--- src/rtl/index_selector_debounced_pkg.sv ---
// Shared types and helpers for the debounced switch-to-index selector.
// Encoder helpers work on a fixed maximum width; callers zero-extend and truncate.
package index_sel_pkg;

    localparam int MAX_W     = 64;
    localparam int MAX_IDX_W = $clog2(MAX_W);

    typedef enum logic {
        ST_STABLE = 1'b0,
        ST_SETTLE = 1'b1
    } deb_state_e;

    function automatic int cnt_width(input int debounce);
        return (debounce < 1) ? 1 : $clog2(debounce + 1);
    endfunction

    // Later assignments win, so the scan direction picks the priority.
    function automatic logic [MAX_IDX_W-1:0] prio_encode(input logic [MAX_W-1:0] vec,
                                                         input logic high_first);
        logic [MAX_IDX_W-1:0] idx;
        idx = '0;
        if (high_first) begin
            for (int i = 0; i < MAX_W; i++) begin
                if (vec[i]) idx = MAX_IDX_W'(i);
            end
        end else begin
            for (int i = MAX_W - 1; i >= 0; i--) begin
                if (vec[i]) idx = MAX_IDX_W'(i);
            end
        end
        return idx;
    endfunction

    function automatic logic is_onehot(input logic [MAX_W-1:0] vec);
        return (vec != '0) && ((vec & (vec - MAX_W'(1))) == '0);
    endfunction

endpackage

--- src/rtl/index_selector_debounced_if.sv ---
// Switch input and encoded selection outputs of the index selector.
interface index_selector_debounced_if #(
    parameter int WIDTH = 8,
    parameter int IDX_W = $clog2(WIDTH)
);
    logic [WIDTH-1:0] switches;
    logic [IDX_W-1:0] index;
    logic             valid;
    logic             multi;
    logic             none;
    logic             changed;

    modport master (output switches, input index, valid, multi, none, changed);
    modport slave  (input switches, output index, valid, multi, none, changed);
endinterface

--- src/rtl/index_selector_debounced_switch_debouncer.sv ---
// Two-flop synchroniser plus whole-vector debouncer; strobes commit on the
// edge where the candidate has been stable for DEBOUNCE cycles.
//
// state     | meaning
// ----------+-------------------------------------------------------------
// ST_SETTLE | candidate differs from committed history, counting stability
// ST_STABLE | candidate committed, waiting for the next input change
module switch_debouncer
    import index_sel_pkg::*;
#(
    parameter int WIDTH    = 8,
    parameter int DEBOUNCE = 16
) (
    input  logic             clk,
    input  logic             rst,
    input  logic [WIDTH-1:0] switches_i,
    output logic [WIDTH-1:0] cand_o,
    output logic [WIDTH-1:0] comm_o,
    output logic             commit_o
);

    localparam int             CNT_W   = cnt_width(DEBOUNCE);
    localparam logic [CNT_W-1:0] CNT_MAX = CNT_W'(DEBOUNCE - 1);

    logic [WIDTH-1:0] s1_q, s1_d;
    logic [WIDTH-1:0] s2_q, s2_d;
    logic [WIDTH-1:0] cand_q, cand_d;
    logic [WIDTH-1:0] comm_q, comm_d;
    logic [CNT_W-1:0] cnt_q, cnt_d;
    deb_state_e       state_q, state_d;
    logic             commit;

    always_comb begin
        s1_d    = switches_i;
        s2_d    = s1_q;
        cand_d  = cand_q;
        comm_d  = comm_q;
        cnt_d   = cnt_q;
        state_d = state_q;
        commit  = 1'b0;
        // A change on s2 always restarts, even on what would be the commit edge.
        if (s2_q != cand_q) begin
            cand_d  = s2_q;
            cnt_d   = '0;
            state_d = ST_SETTLE;
        end else if (state_q == ST_SETTLE) begin
            if (cnt_q == CNT_MAX) begin
                commit  = 1'b1;
                comm_d  = cand_q;
                state_d = ST_STABLE;
            end else begin
                cnt_d = cnt_q + CNT_W'(1);
            end
        end
    end

    always_ff @(posedge clk) begin
        if (rst) begin
            s1_q    <= '0;
            s2_q    <= '0;
            cand_q  <= '0;
            comm_q  <= '0;
            cnt_q   <= '0;
            state_q <= ST_STABLE;
        end else begin
            s1_q    <= s1_d;
            s2_q    <= s2_d;
            cand_q  <= cand_d;
            comm_q  <= comm_d;
            cnt_q   <= cnt_d;
            state_q <= state_d;
        end
    end

    assign cand_o   = cand_q;
    assign comm_o   = comm_q;
    assign commit_o = commit;

endmodule

--- src/rtl/index_selector_debounced.sv ---
// Debounced priority encoder for the ALU front-panel select switches.
// Index and flags are registered on the commit edge of the debouncer.
module index_selector_debounced
    import index_sel_pkg::*;
#(
    parameter int WIDTH      = 8,
    parameter int DEBOUNCE   = 16,
    parameter int HIGH_FIRST = 1,
    parameter int STRICT     = 0
) (
    input  logic                        clk,
    input  logic                        rst,
    index_selector_debounced_if.slave   sel_if
);

    localparam int IDX_W = $clog2(WIDTH);

    logic [WIDTH-1:0] cand;
    logic [WIDTH-1:0] comm;
    logic             commit;

    logic [IDX_W-1:0] index_q, index_d;
    logic             valid_q, valid_d;
    logic             multi_q, multi_d;
    logic             none_q, none_d;
    logic             changed_q, changed_d;
    logic             cand_oh;
    logic             cand_zero;

    switch_debouncer #(
        .WIDTH    (WIDTH),
        .DEBOUNCE (DEBOUNCE)
    ) u_debouncer (
        .clk        (clk),
        .rst        (rst),
        .switches_i (sel_if.switches),
        .cand_o     (cand),
        .comm_o     (comm),
        .commit_o   (commit)
    );

    always_comb begin
        cand_oh   = is_onehot(MAX_W'(cand));
        cand_zero = (cand == '0);
        index_d   = index_q;
        valid_d   = valid_q;
        multi_d   = multi_q;
        none_d    = none_q;
        changed_d = commit && (cand != comm);
        if (commit) begin
            none_d  = cand_zero;
            valid_d = cand_oh;
            multi_d = !cand_zero && !cand_oh;
            // Zero (and, when strict, multi-hot) vectors keep the last good index.
            if (!cand_zero && ((STRICT == 0) || cand_oh)) begin
                index_d = IDX_W'(prio_encode(MAX_W'(cand), HIGH_FIRST != 0));
            end
        end
    end

    always_ff @(posedge clk) begin
        if (rst) begin
            index_q   <= '0;
            valid_q   <= 1'b0;
            multi_q   <= 1'b0;
            none_q    <= 1'b1;
            changed_q <= 1'b0;
        end else begin
            index_q   <= index_d;
            valid_q   <= valid_d;
            multi_q   <= multi_d;
            none_q    <= none_d;
            changed_q <= changed_d;
        end
    end

    assign sel_if.index   = index_q;
    assign sel_if.valid   = valid_q;
    assign sel_if.multi   = multi_q;
    assign sel_if.none    = none_q;
    assign sel_if.changed = changed_q;

endmodule

--- src/flat_wrapper.sv ---
// flat-port wrapper written by rule: the top's interface ports become plain ports
module index_selector_debounced_flat import index_sel_pkg::*;
#(
    parameter int WIDTH      = 8,
    parameter int DEBOUNCE   = 16,
    parameter int HIGH_FIRST = 1,
    parameter int STRICT     = 0
)
  (clk, rst, sel_if_switches, sel_if_index, sel_if_valid, sel_if_multi, sel_if_none, sel_if_changed);
  index_selector_debounced_if #(.WIDTH(WIDTH)) sel_if_i ();
  input  logic clk;
  input  logic rst;
  input wire logic [$bits(sel_if_i.switches)-1:0] sel_if_switches;
  output wire logic [$bits(sel_if_i.index)-1:0] sel_if_index;
  output wire logic [$bits(sel_if_i.valid)-1:0] sel_if_valid;
  output wire logic [$bits(sel_if_i.multi)-1:0] sel_if_multi;
  output wire logic [$bits(sel_if_i.none)-1:0] sel_if_none;
  output wire logic [$bits(sel_if_i.changed)-1:0] sel_if_changed;
  assign sel_if_i.switches = sel_if_switches;
  assign sel_if_index = sel_if_i.index;
  assign sel_if_valid = sel_if_i.valid;
  assign sel_if_multi = sel_if_i.multi;
  assign sel_if_none = sel_if_i.none;
  assign sel_if_changed = sel_if_i.changed;
  index_selector_debounced #(.WIDTH(WIDTH), .DEBOUNCE(DEBOUNCE), .HIGH_FIRST(HIGH_FIRST), .STRICT(STRICT)) u_core (.clk(clk), .rst(rst), .sel_if(sel_if_i));
endmodule
--- config.mk ---
export PLATFORM = sky130hd
export DESIGN_NAME = index_selector_debounced_flat
export DESIGN_NICKNAME = d
export VERILOG_FILES = /design/src/rtl/index_selector_debounced_pkg.sv /design/src/rtl/index_selector_debounced_if.sv /design/src/rtl/index_selector_debounced_switch_debouncer.sv /design/src/rtl/index_selector_debounced.sv /design/src/flat_wrapper.sv
export SDC_FILE = /design/constraint.sdc
export NUM_CORES = 1
export LEC_CHECK = 0
export ABC_CLOCK_PERIOD_IN_PS = 1700
export BUFFER_PORTS_ARGS = -buffer_cell sky130_fd_sc_hd__buf_2
export CORE_MARGIN = 8
export CORE_UTILIZATION = 45
export CTS_BUF_LIST = sky130_fd_sc_hd__clkbuf_8
export DETAILED_ROUTE_END_ITERATION = 7
export GPL_TIMING_DRIVEN = 0
export HOLD_SLACK_MARGIN = 0.03
export PLACE_DENSITY = 0.76
export REMOVE_ABC_BUFFERS = 1
export SLEW_MARGIN = 30
export SYNTH_ARGS = -nofsm -noshare
export SYNTH_HDL_FRONTEND = slang
export SYNTH_SLANG_ARGS = --single-unit
--- constraint.sdc ---
create_clock -name clk -period 1.7 [get_ports clk]
set_input_delay 0.17 -clock clk [delete_from_list [all_inputs] [get_ports clk]]
set_output_delay 0.17 -clock clk [all_outputs]
set_load 0.01 [all_outputs]
==> summary.md, run 1 <==
| Metric | Value |
|---|---|
| Seq/Total Area, Yosys | 50.5% |
| Multiplexer share of the synthesized area | 5.61% |
| Wl on met1 | 1440 um |
| CTS buffer count | 5 |
| Die footprint | 6240 sq um |
| Flop pwr share | 57.8% |
| Rel. slew slack | 51.8% |
| Cell Pwr Density | 881 nW/um^2 |
| Internal | 0.00143 W |
| Final wirelength | 3010 um |
| Initial Util | 45.6% |
| Top cell type by total area after synthesis | dfxtp_1 |
| NetSw | 0.000461 W |
| I/O Buffers | 16 |
| Synth Area in Compound Gates | 6.66% |
| Hpwl dp | 1750 um |
| Num ports | 17 |
| Worst setup path start | u_core.u_debouncer.cnt_q[1] |
| Simple-gate share of the synthesized area | 21.0% |
| Switching Share | 24.3% |
| Commonest non-fill, non-tap cell in the layout | dfxtp_1 |
| DRT antenna net count | 0 |
| Area growth, synth to finish | 20.5% |
| Worst Max-Slew Pin Slew | 0.723 ns |
| Initial antenna violation count | 0 |
| Cell Rows | 23 |
| Slowest stage cell, crit path | dfxtp_2 |
| Most frequent cell on the critical path | ha_4 |
| Global-route wire length before repair | 5080 um |
| Routed len/inst | 12.2 um |
| CP max FO | 7 |
| Grt ovf | 0 |
| Max cap viols | 0 |
| Post-route DRC | 0 |
| Mapped Area | 1790 sq um |
| Dpl cells | 229 |
| Routability cong. | 0.718 |
| Number of setup violations in the final report | 16 |
| Failing checks | negative setup slack |
| Most frequent cells in the layout | dfxtp_1, nor2b_1, nor2_1 |
| CP cell instances | ha_4 > and3_4 > ha_4 > and2_4 > nor3b_4 > buf_6 > mux2i_1 > nor2_1 |
| Outcome | finished with violations |
| Ant diodes | 0 |
| Syn_area_per_cell | 10.1 sq um |
| CTS Root Cell | clkbuf_8 |
| Drt via density | 4.83 |
| Die width | 79.0 um |
| Clock power share | 34.7% |
| Gate power share | 7.4% |
| Met3 wire len | 160 um |
| Synth warnings | 0 |
| Min-delay src | sel_if_switches[4] |
| Share of layout cells above drive strength 1 | 28.9% |
| Final Hold Fails | 0 |
| Cell count after synthesis | 176 |
| Drt initial violations | 88 |
| VDD IR max | 637 uV |
| Cts hold-fix bufs | 0 |
| HP Class | input port to flip-flop |
| Post-Synth Adder-Cell Area | 1.96% |
| Finished Layout Cells | 247 |
| Setup Total Neg Slack | -0.934 ns |
| Crit path arrival time | 1.97 ns |
| Fillcell total | 354 |
| CTS clk-pin slew, worst paths | 0.09 ns |
| Largest family of logic cells by synthesized area | simple AND/OR/NAND/NOR gates |
| Final WS setup | -0.109 ns |
| WP data required | 1.86 ns |
| CP max stage delay | 0.36 ns |
| Final min period | 1.81 ns |
| Largest net degree at the start of global routing | 44 |
| GRT Util Overall | 10.2% |
| WL met2 | 1370 um |
| Die height | 79.0 um |
| Drt first pass iters | 3 |
| Reg-to-Reg Start | u_core.u_debouncer.cnt_q[1] |
| Top Layer Used | met4 |
| Yosys reg bits | 45 |
| DR vias | 1194 |
| Fin Clk Skew | 0.00437 ns |
| Clock buffer depth | 2 |
| Depth of the CTS H-tree | 2 |
| Leak | 0.844 nW |
| Element type at the critical path start | flip-flop |
| Ranking of synthesized cells by area | dfxtp_1, nor2b_1, mux2i_1, xor2_1, nor2_1 |
| Critical path type | flip-flop to flip-flop |
| Fin crit share | 106% |
| Core area | 3910 sq um |
| Vias in the first global route | 1125 |
| # nets final | 208 |
| CTS Sinks | 45 |
| Clk_lat worst skew | 0.30 ns |
| Library cells used by synthesis | 32 |
| Nature of the critical path endpoint | flip-flop |
| CTS tree | yes |
| Top-area cell type share of the netlist area | 50.5% |
| Fin. max-slew vios | 0 |
| RSZ-0062 raised after global routing | yes |
| XOR/XNOR Fraction of Synth Area | 9.32% |
| Fmax | 553 MHz |
## per-layer routing
layer,GRT usage (%),up-vias
met5,0,-
met4,5.00,0
met3,3.61,5
met2,15.8,24
met1,12.2,537
li1,-,628
## state kept, by name (all words and copies together), names as in the netlist
signal                      cells
u_core.u_debouncer.state_q      1
u_core.u_debouncer.comm_o       8
u_core.u_debouncer.cand_o       8
u_core.sel_if.changed           1
u_core.u_debouncer.s2_q         8
u_core.u_debouncer.s1_q         8
u_core.sel_if.multi             1
u_core.sel_if.index             3
u_core.sel_if.valid             1
u_core.u_debouncer.cnt_q        5
u_core.sel_if.none              1
## metrics by stage
stage	util (%)	setup slack, ns	hold slack [ns]	total power [W]	area, sq um
3_3_place_gp	47.4	-0.553	0.377	0.00124	1850
3_5_place_dp	47.4	-0.581	0.382	0.00124	1850
2_1_floorplan	-	-0.250	0.242	0.00120	1710
4_1_cts	53.7	-0.0923	0.0659	0.00191	2100
6_report	55.0	-0.109	0.0747	0.00189	2150
5_1_grt	55.0	-0.224	0.0639	0.00198	2150
## what timing repair did
| action | in CTS | in global routing |
|---|---|---|
| pin swaps | 5 | 7 |
| setup endpoints to repair | 19 | 19 |
| endpoints found under the hold margin | 0 | 0 |
| setup buffers | 8 | 2 |
| gates resized for setup | 25 | 9 |
## logic make-up after synthesis
group,Yosys count
simple gates,67
flops,45
xor+xnor,19
buf+inv,17
compound gates,15
mux,10
fa+ha+maj,3
## power groups by stage
| stage | Sequential, W | Combinational [W] | Clock (W) |
|---|---|---|---|
| CTS | 0.00110 | 0.000133 | 0.000676 |
| floorplan | 0.00112 | 0.0000813 | 0 |
| finish | 0.00110 | 0.000141 | 0.000658 |
| global placement | 0.00113 | 0.000113 | 0 |
| detailed placement | 0.00113 | 0.000116 | 0 |
| global route | 0.00110 | 0.000158 | 0.000727 |
## final timing paths
check	end	slack, ns	cells past startpoint
setup / recovery	u_core.u_debouncer.comm_o[2]	-0.11	8
hold / removal	u_core.u_debouncer.s1_q[4]	0.07	2
setup reg to reg	u_core.u_debouncer.comm_o[2]	-0.11	8
hold reg to reg	u_core.u_debouncer.s2_q[6]	0.44	1
## final cells by class
type                    instances  area [sq um]  share of cell area, %
multi-input cells             114           885                   41.1
repair buffers                 26           166                   7.74
clock inverters                 3          22.5                   1.05
clock buffers                   5          68.8                   3.20
well taps                      50          62.6                   2.91
inverters                       4          15.0                  0.698
flip-flops and latches         45           931                   43.3
## critical path, delay by kind of cell (launching register included)
kind                       cells  cell delay, ns
adders and majority gates      2            0.27
buffers and inverters          1            0.18
DFF                            1            0.36
muxes                          1            0.21
and+or+nand+nor                4            0.65
## synthesized netlist by cell type
library cell / n
buf_4: 1
clkbuf_1: 5
and3_1: 1
and2_1: 2
nor4_1: 5
xor2_1: 10
o21bai_1: 2
maj3_1: 1
o21ai_0: 1
buf_2: 5
a2111oi_2: 1
nand4_1: 3
inv_1: 4
nand3b_1: 1
nor3_1: 2
or3_1: 1
xnor2_1: 9
nand2_1: 3
nor2b_1: 25
o32ai_1: 3
buf_6: 2
a211oi_1: 2
or4_4: 1
mux2i_1: 10
a21oi_1: 3
nand2b_1: 1
nor3b_4: 1
dfxtp_1: 45
ha_1: 2
a2111oi_1: 1
nor2_1: 21
a311oi_1: 2
Note: power is estimated with default switching activity, not from simulation.
==> run 2, diff against run 1 <==
--- a/config.mk
+++ b/config.mk
@@ -5,6 +5,7 @@
 export SDC_FILE = /design/constraint.sdc
 export NUM_CORES = 1
 export LEC_CHECK = 0
+export ABC_AREA = 1
 export ABC_CLOCK_PERIOD_IN_PS = 1700
 export BUFFER_PORTS_ARGS = -buffer_cell sky130_fd_sc_hd__buf_2
 export CORE_MARGIN = 8
@@ -13,7 +14,7 @@
 export DETAILED_ROUTE_END_ITERATION = 7
 export GPL_TIMING_DRIVEN = 0
 export HOLD_SLACK_MARGIN = 0.03
-export PLACE_DENSITY = 0.76
+export PLACE_DENSITY = 0.75
 export REMOVE_ABC_BUFFERS = 1
 export SLEW_MARGIN = 30
 export SYNTH_ARGS = -nofsm -noshare
==> run 2 against run 1 <==
Effect of this change: the run now ends clean; largest cell class unchanged; clock skew is 0.0016 ns higher; clock power is 8.5% higher; clock-buffer cell count is 2 higher.
==> summary.md, run 2 <==
| Metric | Value |
|---|---|
| Post-route DRC | 0 |
| Top-count cell post-synth | nand2_1 |
| Most frequent cells in the layout | nand2_1, nor2_1, inv_1 |
| Area of the multi-input gates | 897 sq um |
| Core area | 4320 sq um |
| Nature of the critical path endpoint | flip-flop |
| Fillcell total | 420 |
| Die footprint | 6820 sq um |
| Util after Layout | 54.0% |
| DR vias | 1714 |
| Rel. slew slack | 61.5% |
| Clk_lat worst skew | 0.29 ns |
| Dpl cells | 357 |
| Num ports | 17 |
| Post-Synth Adder-Cell Area | 1.25% |
| Largest net degree at the start of global routing | 32 |
| Simple-gate share of the synthesized area | 36.2% |
| Library cells used by synthesis | 27 |
| Seq. cell area | 903 sq um |
| GRT Util Overall | 12.5% |
| Post-synth ARST share | 0% |
| WP data required | 1.93 ns |
| Cell Pwr Density | 853 nW/um^2 |
| Vias in the first global route | 1610 |
| Depth of the CTS H-tree | 2 |
| I/O Buffers | 16 |
| Final wirelength | 3820 um |
| Syn_area_per_cell | 6.79 sq um |
| Finished Layout Cells | 374 |
| VDD IR max | 425 uV |
| Final Hold Fails | 0 |
| Number of setup violations in the final report | 0 |
| NetSw | 0.000480 W |
| Critical path type | flip-flop to flip-flop |
| Commonest non-fill, non-tap cell in the layout | nand2_1 |
| Synth top cells by count | nand2_1, nor2_1, inv_1 |
| Clock buffer depth | 2 |
| Min Hold Slack | 0.0678 ns |
| Fin. max-slew vios | 0 |
| CTS Sinks | 45 |
| Hpwl dp | 2510 um |
| Post-synth EDFFs | 0 |
| # nets final | 333 |
| Switching Share | 24.1% |
| Outcome | finished, final reports clean |
| Internal | 0.00151 W |
| CTS Root Cell | clkbuf_8 |
| Worst Max-Slew Pin Slew | 0.578 ns |
| CTS buffer count | 5 |
| Area growth, synth to finish | 17.0% |
| Element type at the critical path start | flip-flop |
| XOR/XNOR Fraction of Synth Area | 1.32% |
| Synth Flop Type | dfxtp_1 |
| Largest family of logic cells by synthesized area | simple AND/OR/NAND/NOR gates |
| CTS clk-pin slew, worst paths | 0.08 ns |
| Flop pwr share | 55.2% |
| Synth warnings | 0 |
| Synth Area in Compound Gates | 4.01% |
| Max cap viols | 0 |
| Initial Util | 46.2% |
| Cell count after synthesis | 294 |
| Multiplexer share of the synthesized area | 0% |
| Routed len/inst | 10.2 um |
| Seq/Total Area, Yosys | 45.1% |
| HP Class | input port to flip-flop |
| CP max FO | 6 |
| Gate power share | 9.0% |
| Drt via density | 4.58 |
| Initial antenna violation count | 0 |
| Fin crit share | 92.8% |
| Fmax | 634 MHz |
| Ant diodes | 0 |
| Drt first pass iters | 4 |
| Die width | 82.6 um |
| Yosys reg bits | 45 |
| Clock power share | 35.8% |
| Final min period | 1.58 ns |
| Fin Clk Skew | 0.00593 ns |
| Grt ovf | 0 |
| CTS tree | yes |
| Die height | 82.6 um |
| Cell Rows | 24 |
| Drt initial violations | 144 |
| Crit path arrival time | 1.81 ns |
| Ranking of synthesized cells by area | dfxtp_1, nand2_1, nor2_1, inv_1, nand2_2 |
| Mapped Area | 2000 sq um |
| Top-area cell type share of the netlist area | 45.1% |
| RSZ-0062 raised after global routing | no |
| Global-route wire length before repair | 6750 um |
| Leak | 1.15 nW |
| Routability cong. | 0.836 |
| DRT antenna net count | 0 |
| Top cell type by total area after synthesis | dfxtp_1 |
| Share of layout cells above drive strength 1 | 20.5% |
## run 2: per-stage QoR
stage / power, W / setup slack (ns) / area (sq um) / TNS (ns)
floorplan: 0.00123 / 0.0160 / 1970 / 0
global placement: 0.00128 / -0.213 / 2110 / -1.31
detailed placement: 0.00128 / -0.221 / 2110 / -1.52
CTS: 0.00200 / 0.0328 / 2280 / 0
global route: 0.00207 / 0.0123 / 2330 / 0
finish: 0.00199 / 0.123 / 2330 / 0
## run 2: logic make-up (layout without fill, tap and decap cells)
logic type                 count (synthesis)  count (layout)
DFF                                       45              45
buffers and inverters                     61              88
and+or+nand+nor                          169             170
xor gates and xnor gates                   3               3
AOI/OAI and AO/OA                         14              14
adders and majority gates                  2               2
## run 2: power groups by stage
stage / Combinational (W) / Sequential, W / Clock (W)
global route: 0.000204 / 0.00110 / 0.000765
floorplan: 0.000115 / 0.00112 / 0
finish: 0.000179 / 0.00110 / 0.000714
detailed placement: 0.000158 / 0.00112 / 0
CTS: 0.000165 / 0.00110 / 0.000733
global placement: 0.000156 / 0.00112 / 0
## run 2: repair_timing
| action | CTS | global route |
|---|---|---|
| resized for setup | 7 | 5 |
| pin swaps | 1 | 1 |
| endpoints found under the hold margin | 0 | 0 |
| hold buffers | 0 | 0 |
| setup endpoints to repair | 15 | 14 |
| buffers inserted | 4 | 4 |
| cloned | 1 | 0 |
## run 2: final timing paths
| kind | slack [ns] | startpoint | cells after the start | end |
|---|---|---|---|---|
| setup / recovery | 0.12 | u_core.u_debouncer.cnt_q[0] | 10 | u_core.u_debouncer.comm_o[2] |
| hold / removal | 0.07 | sel_if_switches[5] | 3 | u_core.u_debouncer.s1_q[5] |
| setup reg to reg | 0.12 | u_core.u_debouncer.cnt_q[0] | 10 | u_core.u_debouncer.comm_o[2] |
| hold reg to reg | 0.40 | u_core.u_debouncer.s1_q[6] | 2 | u_core.u_debouncer.s2_q[6] |
## run 2: cell type report
class	instances	area share, %
clock buffers	7	4.13
clock inverters	1	0.214
inverters	56	9.22
multi-input cells	189	38.4
flip-flops and latches	45	38.7
well taps	52	2.79
repair buffers	24	6.54
## run 2: metal layers
| metal | wire length [um] | share of wire [%] | GRT usage, % | vias to the layer above |
|---|---|---|---|---|
| li1 | - | - | - | 924 |
| met1 | 1790 | 47 | 15.6 | 751 |
| met2 | 1790 | 47 | 20.3 | 32 |
| met3 | 184 | 4.8 | 3.03 | 7 |
| met4 | 61 | 1.6 | 5.17 | 0 |
| met5 | 0 | 0 | 0 | - |
## run 2: worst max-delay path, cell delays in order (launching register included)
cell,delay (ns)
dfxtp_2,0.35
ha_1,0.16
and3_4,0.19
ha_4,0.16
nand2_4,0.09
inv_6,0.09
nand3_4,0.11
buf_4,0.18
nand2_2,0.04
nand2_1,0.04
nor2_1,0.09
